`src/rtl/program_loader.sv`:
```
// Program memory loader: waits out memory self-init, then streams host bytes to addresses 0.. over valid/ready.
// Optional read-back verify of every write when PROGRAM_LOADER_VERIFY_EN is defined.
module program_loader #(
    parameter int DATA_W = 8,
    parameter int DEPTH  = 16,
    localparam int AW    = $clog2(DEPTH)
) (
    input  logic              clk_i,
    input  logic              rst_i,
    input  logic              start_i,
    input  logic              in_valid_i,
    input  logic [DATA_W-1:0] in_data_i,
    input  logic              in_last_i,
    output logic              in_ready_o,
    output logic              wen_o,
    output logic [AW-1:0]     waddr_o,
    output logic [DATA_W-1:0] wdata_o,
    output logic              ren_o,
    output logic [AW-1:0]     raddr_o,
    input  logic [DATA_W-1:0] rdata_i,
    output logic              busy_o,
    output logic              done_o,
    output logic [AW:0]       count_o,
    output logic              err_o,
    output logic [2:0]        state_o
);

    // Handshake: a byte transfers on any rising clk_i edge where in_valid_i && in_ready_o;
    // in_ready_o depends only on the state, never combinationally on in_valid_i.

    typedef enum logic [2:0] {
        S_HOLD  = 3'd0,
        S_IDLE  = 3'd1,
        S_LOAD  = 3'd2,
        S_WRITE = 3'd3,
        S_DONE  = 3'd4,
        S_VRD   = 3'd5,
        S_VCHK  = 3'd6
    } state_t;

    localparam logic [AW:0]   HOLD_LAST = (AW+1)'(DEPTH - 1);
    localparam logic [AW-1:0] ADDR_LAST = AW'(DEPTH - 1);

    state_t              state_q, state_d;
    logic [AW:0]         hold_cnt_q;
    logic [AW-1:0]       addr_q;
    logic [AW-1:0]       waddr_q;
    logic [DATA_W-1:0]   wdata_q;
    logic                last_q;
    logic [AW:0]         count_q;
    logic                accept;
    logic                start_clr;
    logic                decide;
    logic                end_sess;

    assign end_sess = last_q || (addr_q == ADDR_LAST);

    always_ff @(posedge clk_i or negedge rst_i) begin
        if (!rst_i) begin
            state_q <= S_HOLD;
        end else begin
            state_q <= state_d;
        end
    end

    always_comb begin
        state_d    = state_q;
        in_ready_o = 1'b0;
        wen_o      = 1'b0;
        busy_o     = 1'b0;
        done_o     = 1'b0;
        accept     = 1'b0;
        start_clr  = 1'b0;
        decide     = 1'b0;
        case (state_q)
            S_HOLD: begin
                if (hold_cnt_q == HOLD_LAST) state_d = S_IDLE;
            end
            S_IDLE: begin
                if (start_i) begin
                    start_clr = 1'b1;
                    state_d   = S_LOAD;
                end
            end
            S_LOAD: begin
                in_ready_o = 1'b1;
                busy_o     = 1'b1;
                if (in_valid_i) begin
                    accept  = 1'b1;
                    state_d = S_WRITE;
                end
            end
            S_WRITE: begin
                wen_o  = 1'b1;
                busy_o = 1'b1;
`ifdef PROGRAM_LOADER_VERIFY_EN
                state_d = S_VRD;
`else
                decide  = 1'b1;
                state_d = end_sess ? S_DONE : S_LOAD;
`endif
            end
`ifdef PROGRAM_LOADER_VERIFY_EN
            S_VRD: begin
                busy_o  = 1'b1;
                state_d = S_VCHK;
            end
            S_VCHK: begin
                busy_o  = 1'b1;
                decide  = 1'b1;
                state_d = end_sess ? S_DONE : S_LOAD;
            end
`endif
            S_DONE: begin
                done_o = 1'b1;
                if (start_i) begin
                    start_clr = 1'b1;
                    state_d   = S_LOAD;
                end
            end
            default: state_d = S_HOLD;
        endcase
    end

    // Memory ignores writes while it self-initializes, so HOLD just counts DEPTH cycles.
    always_ff @(posedge clk_i or negedge rst_i) begin
        if (!rst_i) begin
            hold_cnt_q <= '0;
        end else if (state_q == S_HOLD) begin
            hold_cnt_q <= hold_cnt_q + 1'b1;
        end
    end

    always_ff @(posedge clk_i or negedge rst_i) begin
        if (!rst_i) begin
            addr_q  <= '0;
            waddr_q <= '0;
            wdata_q <= '0;
            last_q  <= 1'b0;
            count_q <= '0;
        end else begin
            if (start_clr) begin
                addr_q  <= '0;
                count_q <= '0;
            end
            // Write port registers load only on acceptance so they hold outside WRITE.
            if (accept) begin
                waddr_q <= addr_q;
                wdata_q <= in_data_i;
                last_q  <= in_last_i;
            end
            if (state_q == S_WRITE) begin
                count_q <= count_q + 1'b1;
            end
            if (decide && !end_sess) begin
                addr_q <= addr_q + 1'b1;
            end
        end
    end

`ifdef PROGRAM_LOADER_VERIFY_EN
    logic err_q;

    always_ff @(posedge clk_i or negedge rst_i) begin
        if (!rst_i) begin
            err_q <= 1'b0;
        end else if (start_clr) begin
            err_q <= 1'b0;
        end else if (state_q == S_VCHK && rdata_i != wdata_q) begin
            err_q <= 1'b1;
        end
    end

    assign ren_o   = (state_q == S_VRD);
    assign raddr_o = addr_q;
    assign err_o   = err_q;
`else
    logic unused_rdata;

    assign unused_rdata = ^rdata_i;
    assign ren_o        = 1'b0;
    assign raddr_o      = '0;
    assign err_o        = 1'b0;
`endif

    assign waddr_o = waddr_q;
    assign wdata_o = wdata_q;
    assign count_o = count_q;
    assign state_o = state_q;

endmodule

```
`config.mk`:
```
export PLATFORM = sky130hd
export DESIGN_NAME = program_loader
export DESIGN_NICKNAME = d
export VERILOG_FILES = /design/src/rtl/program_loader.sv
export SDC_FILE = /design/constraint.sdc
export NUM_CORES = 1
export LEC_CHECK = 0
export ABC_AREA = 1
export CAP_MARGIN = 20
export CORE_MARGIN = 1.5
export CORE_UTILIZATION = 49
export DETAILED_ROUTE_END_ITERATION = 6
export PLACE_DENSITY = 0.85
export SYNTH_ARGS = -nofsm -noshare
export SYNTH_HDL_FRONTEND = slang
export SYNTH_SLANG_ARGS = --single-unit
```
`constraint.sdc`:
```
create_clock -name clk_i -period 3 [get_ports clk_i]
set_input_delay 0.6 -clock clk_i [delete_from_list [all_inputs] [get_ports clk_i]]
set_output_delay 0.6 -clock clk_i [all_outputs]
set_load 0.01 [all_outputs]
```
======== Word-level counts from Yosys, hierarchy flattened ========
Index checks and enable logic that the tools add are counted.
W data, S select, Z words.
storage, ports and cells
  register bits after elaboration ......... 30
  input bits .............................. 21
  output and inout bits ................... 30
  word-level logic and storage cells ...... 45
operators by class
  add/subtract/negate cells ............... 3
  equality and inequality tests ........... 9
  mux-type cells .......................... 17
  reduce and logical (&&, ||, !) cells .... 9
operator list
  cell                   number
  $mux W3                4
  $pmux W3 S4            1
  $add A5 B1 Y5 const B  2
  $mux W5                2
  $mux W1                8
  $mux W4                2
  $eq A3 B2 Y1 const B   2
  $eq A5 B4 Y1 const B   1
  $add A4 B1 Y4 const B  1
  $eq A4 B4 Y1 const B   1
  $ne A2 B2 Y1 const B   2
  $reduce_bool A2 Y1     2
  $reduce_or A2 Y1       2
  $eq A3 B1 Y1 const B   1
  $eq A3 B3 Y1 const B   1
  $logic_not A3 Y1       1
  $reduce_and A3 Y1      1
  $ne A2 B1 Y1 const B   1
  $logic_and A1 B1 Y1    1
  $logic_not A1 Y1       1
  $logic_or A1 B1 Y1     1

======== Longest topological paths before layout ========
  depth in word-level cells ............... 5
  depth in mapped cells ................... 9
  mapped depth without buffers ............ 9

======== Worst setup path after synthesis ========
No wires, ideal clock.
  kind .................................... register to output
  start point ............................. reg state_q[2] (netlist: state_o[2])
  end point ............................... out in_ready_o
  arrival ................................. 919 ps
  path slack .............................. 1481 ps
  stages on the path, launching flop included .. 5
  buffers on the path ..................... 1
  path through ............................ dfrtp_1 > inv_2 > nand2_4 > nor2_4 > buf_6
on the way
  word-level cells in the longest chain between the ends .. 2
RTL lines
  what                    RTL line  text
  start, declared         44        state_t state_q, state_d;
  start signal, assigned  62        state_q <= state_d;
  $eq A3 B2 Y1            75        case (state_q)
  $mux W1                 75
  end, declared           14        output logic in_ready_o,
Every way passes these cells.

======== Final worst setup path ========
Ends and elaborated chain as after synthesis.

==> reports/results.ini <==
[outcome]
outcome = finished, final reports clean

[die]
ios = 51
die-area_um2 = 3470
die_x_um = 58.9
rows = 20
core_area_um2 = 3000
fp.dieH_um = 58.9
start_util = 0.510

[sta]
timing.hold.ws_ns = 0.475
fmax_mhz = 400
maxSlewViolCount = 0
skew_ns = 0.00946
rsz0062_at_grt = no
period_needed_ns = 2.50
setup_viol = 0
tns_ns = 0
hold_viol = 0
worst_slack_ns = 0.501
timing.final.crit_share = 0.833

[setup_path]
cp_slowest_stage_delay_ns = 0.60
cp.arrival_ns = 1.90
startpoint_type = register
timing.rr.end = last_q
path_buf_inv = 2
path_class = reg -> out
endpoint_kind = primary output
critPathTopFamily = buffers and inverters
rrSetupSlack_ns = 1.54
r2r_start = state_o[2]
worst_r2r_path_depth = 6
worst_ep_required_time_ns = 2.40
cp_slowest_cell = clkdlybuf4s50_1
cp_cell_sequence = inv_2 -> nand2_4 -> nor2_4 -> clkdlybuf4s50_1
critical_path.max_fanout = 11

[synthesis]
synth_area_leader_cell = dfrtp_1
yosysTopAreaCellShare = 0.491
netlist_area_um2 = 1530
yosysMostFrequentCell = nand2_1
ys_types = 31
synthTopCellsByArea = dfrtp_1 (49%), nand2_1 (10%), nand3_1 (6.2%), ha_1 (3.3%), inv_1 (3.2%)
synth_flop_cell = dfrtp_1
yosys_warnings = 0
ys_seq_elements = 30
synth.yosys.seq_area_share = 0.491
synthCells = 169
synthArstFlopShare = 1.00
synth_common_cells = nand2_1 (42), dfrtp_1 (30), nand3_1 (19), inv_1 (13), nor2_1 (9)
syn_avg_cell_area_um2 = 9.05
synth_edf_count = 0

[clock_tree]
h-tree-depth = 2
cts_tree = done
clock-sinks = 30
numCtsBuffers = 5
clkTransAtPathRegs_ns = 0.09
root_buffer = clkbuf_4
cts_repair_resize_count = 0
ctsLongestPathBuffers = 2
insertion_delay_ns = 0.34
postCtsSetupRepairBufs = 0
cts.hold.buffers_added = 0

[global_route]
grt_usage = 0.180
grt_antenna_before_repair = 0
first_global_vias = 1088
grt_pass1_wl_um = 4570
overflow = 0
grt_max_degree = 31

[layout]
nets = 234
fin_area_um2 = 1960
num-fill-cells = 259
num_antenna_cells = 0
stdcell_count = 243
layout-drive-gt1-share = 0.143
utilization = 0.654
area_delta_synth_final_pct = 28.4

[job]
max-cap-violations = 0

[place]
dpl_cell_area_um2 = 1890
place_ws_ns = 0.876
dpl.hpwl_um = 1960
dp.cells = 235
portBuffers = 36
place_congestion = 0.777

[detailed_routing]
via_per_inst = 5.12
drtIter0Drc = 61
vias = 1245
drc_errors = 0
drtPass1Iterations = 4
wl_um = 2710
wl_per_cell_um = 11.1
drt.antenna.violating_nets = 0

[min_path]
hold_depth = 2
hold_path_class = reg -> reg
holdPathEnd = wdata_o[4]
min_from = wdata_o[4]

[power]
p_leak_nw = 0.931
peakVddDrop_uv = 444
powerDensity_nw_per_um2 = 940
total_power_mw = 1.85

power by group:
group,internal (mW),switching [mW],total (mW)
sequential,0.563,0.130,0.693
clock,0.160,0.139,0.299
combinational,0.414,0.440,0.854
worst max-delay path by stage:
| stage | to | depth (start not counted) | start |
|---|---|---|---|
| after CTS | in_ready_o | 4 | state_o[2] |
| final | in_ready_o | 4 | state_o[2] |
| after global placement | in_ready_o | 4 | state_o[2] |
| after detailed placement | in_ready_o | 4 | state_o[2] |
| after global routing | in_ready_o | 4 | state_o[2] |
| after floorplan | in_ready_o | 4 | state_o[2] |
tightest hold or removal path: cells and delay by family, from the launching register on:
family	cells	cell delay (ns)
simple gates	2	0.10
flops	1	0.35
layer usage:
layer	wire, um	GRT usage	vias to the layer above
met5	0	0	-
met4	41	0.133	0
met3	187	0.0549	4
met2	1300	0.267	42
met1	1180	0.221	583
li1	-	-	616
cell families (layout without fill, tap and decap cells):
group	Yosys count	count (layout)	synth area share
XOR/XNOR	5	5	0.0286
AND/OR/NAND/NOR	87	87	0.286
adder cells (fa/ha/maj)	4	4	0.0327
buffers and inverters	26	62	0.0908
other	1	6	0.00245
flip-flops	30	30	0.491
multiplexers	1	1	0.00736
AO/OA/AOI/OAI	15	15	0.0613
final cells by class:
cell class | instances | area [um2] | share of cell area
clock buffer | 8 | 78.8 | 0.0401
inverter | 17 | 66.3 | 0.0338
multi-input combinational | 118 | 659 | 0.336
sequential | 30 | 751 | 0.382
tap | 33 | 41.3 | 0.0210
timing repair buffer | 37 | 368 | 0.187
cells in the final DEF (no fill, tap or decap), types with 2 or more instances in the layout:
master and count:
nor2_4 2, nand2_4 2, clkbuf_4 5, conb_1 6
nand2_2 2, clkbuf_8 3, inv_1 13, nand3_1 19
inv_2 2, clkdlybuf4s50_1 36, o21ai_1 2, nand4_1 3
ha_1 4, nor2_1 9, nand2_1 42, xor2_1 4
o21ai_2 4, clkinv_2 2, o21ai_0 7, nand3_2 2
dfrtp_1 30
registers in the layout, indices dropped and copies added (netlist names):
register	cells
state_o	3
waddr_o	4
hold_cnt_q	5
addr_q	4
wdata_o	8
count_o	5
last_q	1
(Power assumes the default switching activity.)
